==> src/rtl/csr_write_sequencer.sv <==
// Serialises a retiring instruction's CSR side effects onto the single CSR write port,
// then reports the commit downstream with a valid/ready handshake.
module csr_write_sequencer #(
    parameter logic [11:0] MSTATUS_ADDR = 12'h300,
    parameter logic [11:0] MEPC_ADDR    = 12'h341,
    parameter logic [11:0] MCAUSE_ADDR  = 12'h342
) (
    input  logic        clk,
    input  logic        reset,
    input  logic        in_valid,
    output logic        in_ready,
    input  logic        csr_we_i,
    input  logic [11:0] csr_addr_i,
    input  logic [31:0] csr_wdata_i,
    input  logic        irq_i,
    input  logic [7:0]  irq_no_i,
    input  logic [31:0] epc_i,
    input  logic        mret_i,
    input  logic [31:0] mstatus_rdata,
    output logic        csr_wen,
    output logic [11:0] csr_waddr,
    output logic [31:0] csr_wdata,
    output logic        out_valid,
    input  logic        out_ready,
    output logic        busy
);

    localparam logic [2:0] IDLE      = 3'd0;
    localparam logic [2:0] W_NORM    = 3'd1;
    localparam logic [2:0] W_MEPC    = 3'd2;
    localparam logic [2:0] W_MCAUSE  = 3'd3;
    localparam logic [2:0] W_MSTATUS = 3'd4;
    localparam logic [2:0] DONE      = 3'd5;

    logic [2:0]  state_q, state_d;
    logic [11:0] addr_q;
    logic [31:0] wdata_q;
    logic        irq_q;
    logic [7:0]  irq_no_q;
    logic [31:0] epc_q;
    logic        accept;
    logic [31:0] mstatus_trap;
    logic [31:0] mstatus_mret;

    assign in_ready  = (state_q == IDLE);
    assign busy      = (state_q != IDLE);
    assign out_valid = (state_q == DONE);
    assign accept    = in_valid && in_ready;

    always_comb begin
        state_d = state_q;
        case (state_q)
            IDLE: begin
                if (in_valid) begin
                    // Trap wins over both mret and a plain CSR write.
                    if (irq_i) begin
                        state_d = W_MEPC;
                    end else if (mret_i) begin
                        state_d = W_MSTATUS;
                    end else if (csr_we_i) begin
                        state_d = W_NORM;
                    end else begin
                        state_d = DONE;
                    end
                end
            end
            W_NORM:    state_d = DONE;
            W_MEPC:    state_d = W_MCAUSE;
            W_MCAUSE:  state_d = W_MSTATUS;
            W_MSTATUS: state_d = DONE;
            DONE: begin
                if (out_ready) begin
                    state_d = IDLE;
                end
            end
            default:   state_d = IDLE;
        endcase
    end

    always_ff @(posedge clk) begin
        if (reset) begin
            state_q  <= IDLE;
            addr_q   <= 12'h000;
            wdata_q  <= 32'h0000_0000;
            irq_q    <= 1'b0;
            irq_no_q <= 8'h00;
            epc_q    <= 32'h0000_0000;
        end else begin
            state_q <= state_d;
            if (accept) begin
                addr_q   <= csr_addr_i;
                wdata_q  <= csr_wdata_i;
                irq_q    <= irq_i;
                irq_no_q <= irq_no_i;
                epc_q    <= epc_i;
            end
        end
    end

    // mstatus update uses the live read data so any earlier write in this sequence is seen.
    always_comb begin
        mstatus_trap        = mstatus_rdata;
        mstatus_trap[3]     = 1'b0;
        mstatus_trap[7]     = mstatus_rdata[3];
        mstatus_trap[12:11] = 2'b11;

        mstatus_mret        = mstatus_rdata;
        mstatus_mret[3]     = mstatus_rdata[7];
        mstatus_mret[7]     = 1'b1;
        mstatus_mret[12:11] = 2'b11;
    end

    always_comb begin
        csr_wen   = 1'b0;
        csr_waddr = 12'h000;
        csr_wdata = 32'h0000_0000;
        case (state_q)
            W_NORM: begin
                csr_wen   = 1'b1;
                csr_waddr = addr_q;
                csr_wdata = wdata_q;
            end
            W_MEPC: begin
                csr_wen   = 1'b1;
                csr_waddr = MEPC_ADDR;
                csr_wdata = epc_q & 32'hFFFF_FFFC;
            end
            W_MCAUSE: begin
                csr_wen   = 1'b1;
                csr_waddr = MCAUSE_ADDR;
                csr_wdata = {irq_no_q[7], 24'h00_0000, irq_no_q[6:0]};
            end
            W_MSTATUS: begin
                csr_wen   = 1'b1;
                csr_waddr = MSTATUS_ADDR;
                csr_wdata = irq_q ? mstatus_trap : mstatus_mret;
            end
            default: begin
                csr_wen   = 1'b0;
                csr_waddr = 12'h000;
                csr_wdata = 32'h0000_0000;
            end
        endcase
    end

endmodule

==> config.mk <==
export PLATFORM = sky130hd
export DESIGN_NAME = csr_write_sequencer
export DESIGN_NICKNAME = d
export VERILOG_FILES = /design/src/rtl/csr_write_sequencer.sv
export SDC_FILE = /design/constraint.sdc
export NUM_CORES = 1
export LEC_CHECK = 0
export BUFFER_PORTS_ARGS = -buffer_cell sky130_fd_sc_hd__clkbuf_2
export CAP_MARGIN = 20
export CORE_MARGIN = 4
export CORE_UTILIZATION = 51
export DETAILED_ROUTE_END_ITERATION = 8
export GPL_TIMING_DRIVEN = 1
export PLACE_DENSITY = 0.9
export RECOVER_POWER = 50
export REMOVE_ABC_BUFFERS = 1
export SLEW_MARGIN = 25
export SYNTH_ARGS = -nofsm -noshare
export SYNTH_HDL_FRONTEND = slang
export SYNTH_SLANG_ARGS = --single-unit
==> constraint.sdc <==
create_clock -name clk -period 2.6 [get_ports clk]
set_input_delay 0.65 -clock clk [delete_from_list [all_inputs] [get_ports clk]]
set_output_delay 0.65 -clock clk [all_outputs]
set_load 0.05 [all_outputs]
# Word level (Yosys, flattened, before mapping)
# Index checks and enable logic that the tools add are counted.
[totals] mem_bits_rw=0 latch_bits=0 input_bits=123 reg_bits=88 romBits=0 elab_cells=29 n_memories=0
[classes] n_addsub=0 n_eq_ne=7 mux=10 multipliers=0 shifts=0 n_bitwise=0 n_div=0 magnitude_cmp=0 reduce_logical=6
[op_table] op="$pmux 32 s4" n=1
[op_table] op="$pmux 12 s4" n=1
[op_table] op="$mux 3" n=5
[op_table] op="$pmux 3 s5" n=1
[op_table] op="$mux 8" n=1
[op_table] op="$eq 3x2->1 const B" n=2
[op_table] op="$eq 3x3->1 const B" n=2
[op_table] op="$reduce_or 4->1" n=1
[op_table] op="$eq 3x1->1 const B" n=1
[op_table] op="$logic_not 3->1" n=1
[op_table] op="$reduce_bool 3->1" n=1
[op_table] op="$ne 2x1->1 const B" n=1
[op_table] op="$ne 2x2->1 const B" n=1
[op_table] op="$reduce_and 2->1" n=1
[op_table] op="$reduce_or 2->1" n=1
[op_table] op="$logic_and 1x1->1" n=1
[op_table] op="$mux 1" n=1

# Logic depth before layout (Yosys ltp)
[depth] depth_word=5 depth_mapped=6 depth_no_buf=3

# Least setup slack after synthesis
# No wires, ideal clock.
[synth_path] path_type="flip-flop to output port" startpoint="register state_q[2]" endpoint="output port busy" arrival_ns=2.316 t_required_ns=1.950 path_stages_with_launch=4 slack_ns=-0.366 path_cell_list="dfxtp_1 > clkbuf_1 > nor3_1 > inv_1"
[synth_between] elab_chain_cells=1
[synth_rtl] element="from (decl)" line="35" rtl="logic [2:0] state_q, state_d;"
[synth_rtl] element="from (signal assigned)" line="89" rtl="state_q <= state_d;"
[synth_rtl] element="$reduce_bool 3->1" line="46" rtl="assign busy = (state_q != IDLE);"
[synth_rtl] element="to (decl)" line="25" rtl="output logic busy"
# Every way passes these cells.

# Final worst setup path
[layout_path] startpoint="register state_q[0]" endpoint="output port csr_wdata[16]"
[layout_between] elab_chain_cells=2 word_cells_on_any_way=5
[layout_rtl] element="$eq 3x3->1 (tied with other cells)" line="117" rtl="case (state_q)"
[layout_rtl] element="$pmux 32 s4 (*)" line="117"
[layout_rtl] element="to (decl)" line="22" rtl="output logic [31:0] csr_wdata,"
# Mark *: on every way between the ends. The rest lies on a longest branch, timed or not.

==> impl_metrics.py <==
metrics = {
    "cells_and_area": {
        "diodes": 0,
        "fin_area_um2": 4910,
        "fillerInstances": 629,
        "nets": 792,
        "multiInputGateArea_um2": 1890,
        "layout.cells.non_filler": 773,
        "drive_above_1_share_pct": 30.9,
        "regArea_um2": 1720,
        "syn_to_final_growth_pct": 27.4,
    },
    "pwr": {
        "p_seq_share_pct": 43.6,
        "p_sw_mw": 1.32,
        "p_sw_share_pct": 38.3,
        "p_comb_share_pct": 32.4,
        "clkPwrFrac_pct": 24.0,
        "power_mw": 3.44,
        "power.density_nw_per_um2": 700,
        "p_int_mw": 2.12,
        "leakagePower_nw": 2.10,
        "vdd_drop_max_mv": 0.360,
    },
    "place": {
        "placed_cells": 757,
        "dp_hpwl_mm": 7.43,
        "place_area_um2": 4730,
        "gp_congestion": 0.838,
        "portBuffers": 166,
    },
    "global_route": {
        "grt_busiest_layer": "met2",
        "grt.total_usage_pct": 22.3,
        "grt_util_met1_pct": 27.0,
        "grt_pass1_vias": 3633,
        "grt-ovfl-total": 0,
        "use_met3_pct": 6.37,
        "grt_max_degree": 67,
        "antenna_found_initial": 0,
        "grt_use_met2_pct": 38.3,
        "grt_first_pass_wirelength_mm": 16.1,
    },
    "detailed_routing": {
        "detail-route-antenna-nets": 0,
        "drtIter0Drc": 234,
        "wirelength_mm": 10.1,
        "wl_per_cell_um": 13.1,
        "drtPass1Iterations": 4,
        "drc": 0,
        "vias": 4012,
        "vias_per_cell": 5.19,
    },
    "worst_setup_path": {
        "worst_r2r_path_depth": 5,
        "cp_slowest_cell": "dfxtp_1",
        "crit_chain": "buf_4 > nor3b_4 > buf_4 > nand2_1 > o21ai_0 > clkbuf_2",
        "ff2ff_setup_slack_ns": 0.24,
        "reg2reg_to": "epc_q[5]",
        "r2r-start": "state_q[2]",
        "cp.arrival_ns": 1.82,
        "crit_buf_inv": 3,
        "cp_top_family": "buffers and inverters",
        "cp-end-kind": "output pin",
        "path_max_fanout": 16,
        "cp_slowest_stage_delay_ns": 0.35,
        "path_class": "flip-flop to output pin",
        "cp-start-kind": "flip-flop",
        "crit_start": "state_q[0]",
        "required_ns": 1.95,
        "crit_cells": 6,
        "crit_end": "csr_wdata[16]",
        "cp_common_cell": "buf_4",
    },
    "yosys": {
        "postSynth.asyncResetShare_pct": 0,
        "synth-edff-count": 0,
        "synth_cell_type_count": 28,
        "syn_avg_cell_area_um2": 7.44,
        "ys_seq_area_share_pct": 44.7,
        "ys_warn_count": 0,
        "synth.area.top_cells": "dfxtp_1 45%, nand2_1 19%, a21oi_1 12%",
        "synth_ff_type": "dfxtp_1",
        "yosysTopAreaCellShare_pct": 44.7,
        "synth_top_area_cell": "dfxtp_1",
        "syn_area_um2": 3850,
        "synth-seq-cells": 86,
        "postSynthCellCount": 518,
    },
    "clock_tree": {
        "cts_sinks": 86,
        "postCtsSetupBuffers": 0,
        "cts_tree": "built",
        "cts_max_level": 3,
        "cts_buffer_depth": 2,
        "cts_root_buffer": "clkbuf_8",
        "numCtsBuffers": 9,
        "insertion_delay_ns": 0.34,
        "path_clk_slew_ns": 0.09,
        "hold_buffers": 0,
        "post_cts_resized": 0,
    },
    "floorplan": {
        "rows": 31,
        "die_w_um": 94.9,
        "pin_count": 171,
        "dieArea_um2": 9010,
        "die_h_um": 94.9,
        "initial_core_util_pct": 52.8,
        "coreArea_um2": 7290,
    },
    "sta": {
        "setup_viol": 0,
        "slew_headroom_pct": 15.8,
        "period_share_pct": 94.9,
        "hold_violations": 0,
        "worst_clock_skew_ns": 0.00698,
        "rsz0062_at_grt": "no",
        "worstMarginPinSlew_ns": 1.26,
        "fin_tns_setup_ns": 0,
        "fin_crit_ns": 2.47,
        "max_freq_mhz": 405,
        "final-max-slew-violation-count": 0,
        "hold-worst-slack_ns": 0.454,
    },
    "outcome": {
        "status": "complete, no violations",
    },
    "job": {
        "cap_viol_max_count": 0,
    },
    "min_path": {
        "hold_path_class": "flip-flop to flip-flop",
    },
}
## sequential cells by signal, indices dropped and copies added (netlist names)
register  flops
state_q       3
irq_no_q      8
wdata_q      32
irq_q         1
epc_q        30
addr_q       12
## worst min path at each step
stage | depth (start not counted) | to | slack, ns | from
5_1_grt | 2 | addr_q[3] | 0.48 | addr_q[3]
6_report | 2 | addr_q[3] | 0.45 | addr_q[3]
4_1_cts | 2 | addr_q[5] | 0.46 | addr_q[5]
2_1_floorplan | 2 | addr_q[10] | 0.43 | addr_q[10]
3_3_place_gp | 2 | addr_q[11] | 0.44 | addr_q[11]
3_5_place_dp | 2 | addr_q[5] | 0.44 | addr_q[5]
## kinds of logic (layout without fill, tap and decap cells)
kind of cell           count (synthesis)  in the layout  share of synthesized area (%)
AND/OR/NAND/NOR                      223            223                           23.7
AO/OA/AOI/OAI                        156            156                           22.6
flip-flops                            86             86                           44.7
buffers and inverters                 45            201                           6.88
multiplexers                           7              7                           1.85
XOR/XNOR                               1              1                          0.227
## synthesized netlist by cell type, drive strengths merged, types with 2 or more instances
| cell | instances |
|---|---|
| o21ai | 29 |
| nand2b | 2 |
| nand2 | 193 |
| o22ai | 5 |
| mux2i | 6 |
| nor3 | 2 |
| buf | 26 |
| dfxtp | 86 |
| clkbuf | 18 |
| nor2b | 6 |
| and2 | 8 |
| a21oi | 89 |
| a22oi | 30 |
| nor2 | 6 |
## metal layers
layer	wire length (um)	part of all wire [%]
met1	4140	41
met4	109	1.1
met3	734	7.2
met2	5160	51
met5	0	0
## tightest hold or removal path: cells and delay by family, from the launching register on
family             cells  cell delay (ns)
and+or+nand+nor        1             0.05
DFF                    1             0.32
AOI/OAI and AO/OA      1             0.05
## per-stage QoR
stage | setup WS, ns | utilization [%]
2_1_floorplan | -1.79 | -
3_3_place_gp | 0.474 | 64.9
3_5_place_dp | 0.475 | 64.9
4_1_cts | 0.0950 | 67.3
5_1_grt | 0.00132 | 67.3
6_report | 0.133 | 67.3
## cell type report
class / instances / share of cell area [%]
Timing Repair Buffer: 184 / 20.2
Inverter: 1 / 0.0765
Clock inverter: 7 / 1.02
Tap cell: 99 / 2.52
Clock buffer: 9 / 2.52
Multi-Input combinational cell: 387 / 38.5
Sequential cell: 86 / 35.1
## power by group through the flow
stage	clock, mW	combinational (mW)	sequential (mW)
after floorplan	0	0.712	1.54
after global placement	0	1.09	1.52
after detailed placement	0	1.11	1.53
after CTS	0.843	1.11	1.50
after global routing	0.908	1.21	1.51
final	0.823	1.11	1.50
## cell usage in the layout (no fill, tap or decap), types with 2 or more instances in the layout
cell type | synthesis | final
buf_12 | 0 | 2
nor2b_1 | 6 | 3
nor3_1 | 2 | 2
clkinv_2 | 0 | 2
o22ai_1 | 5 | 5
clkbuf_2 | 0 | 161
clkbuf_8 | 0 | 9
o21ai_0 | 29 | 28
and2_1 | 8 | 8
buf_4 | 8 | 16
nor2_1 | 6 | 5
dfxtp_1 | 86 | 86
a22oi_1 | 30 | 30
nor2b_2 | 0 | 3
buf_2 | 11 | 4
nand2b_1 | 2 | 2
mux2i_1 | 6 | 6
nand2_1 | 193 | 193
a21oi_1 | 89 | 89
clkinvlp_4 | 0 | 3
Power figures use the tool's default switching activity.
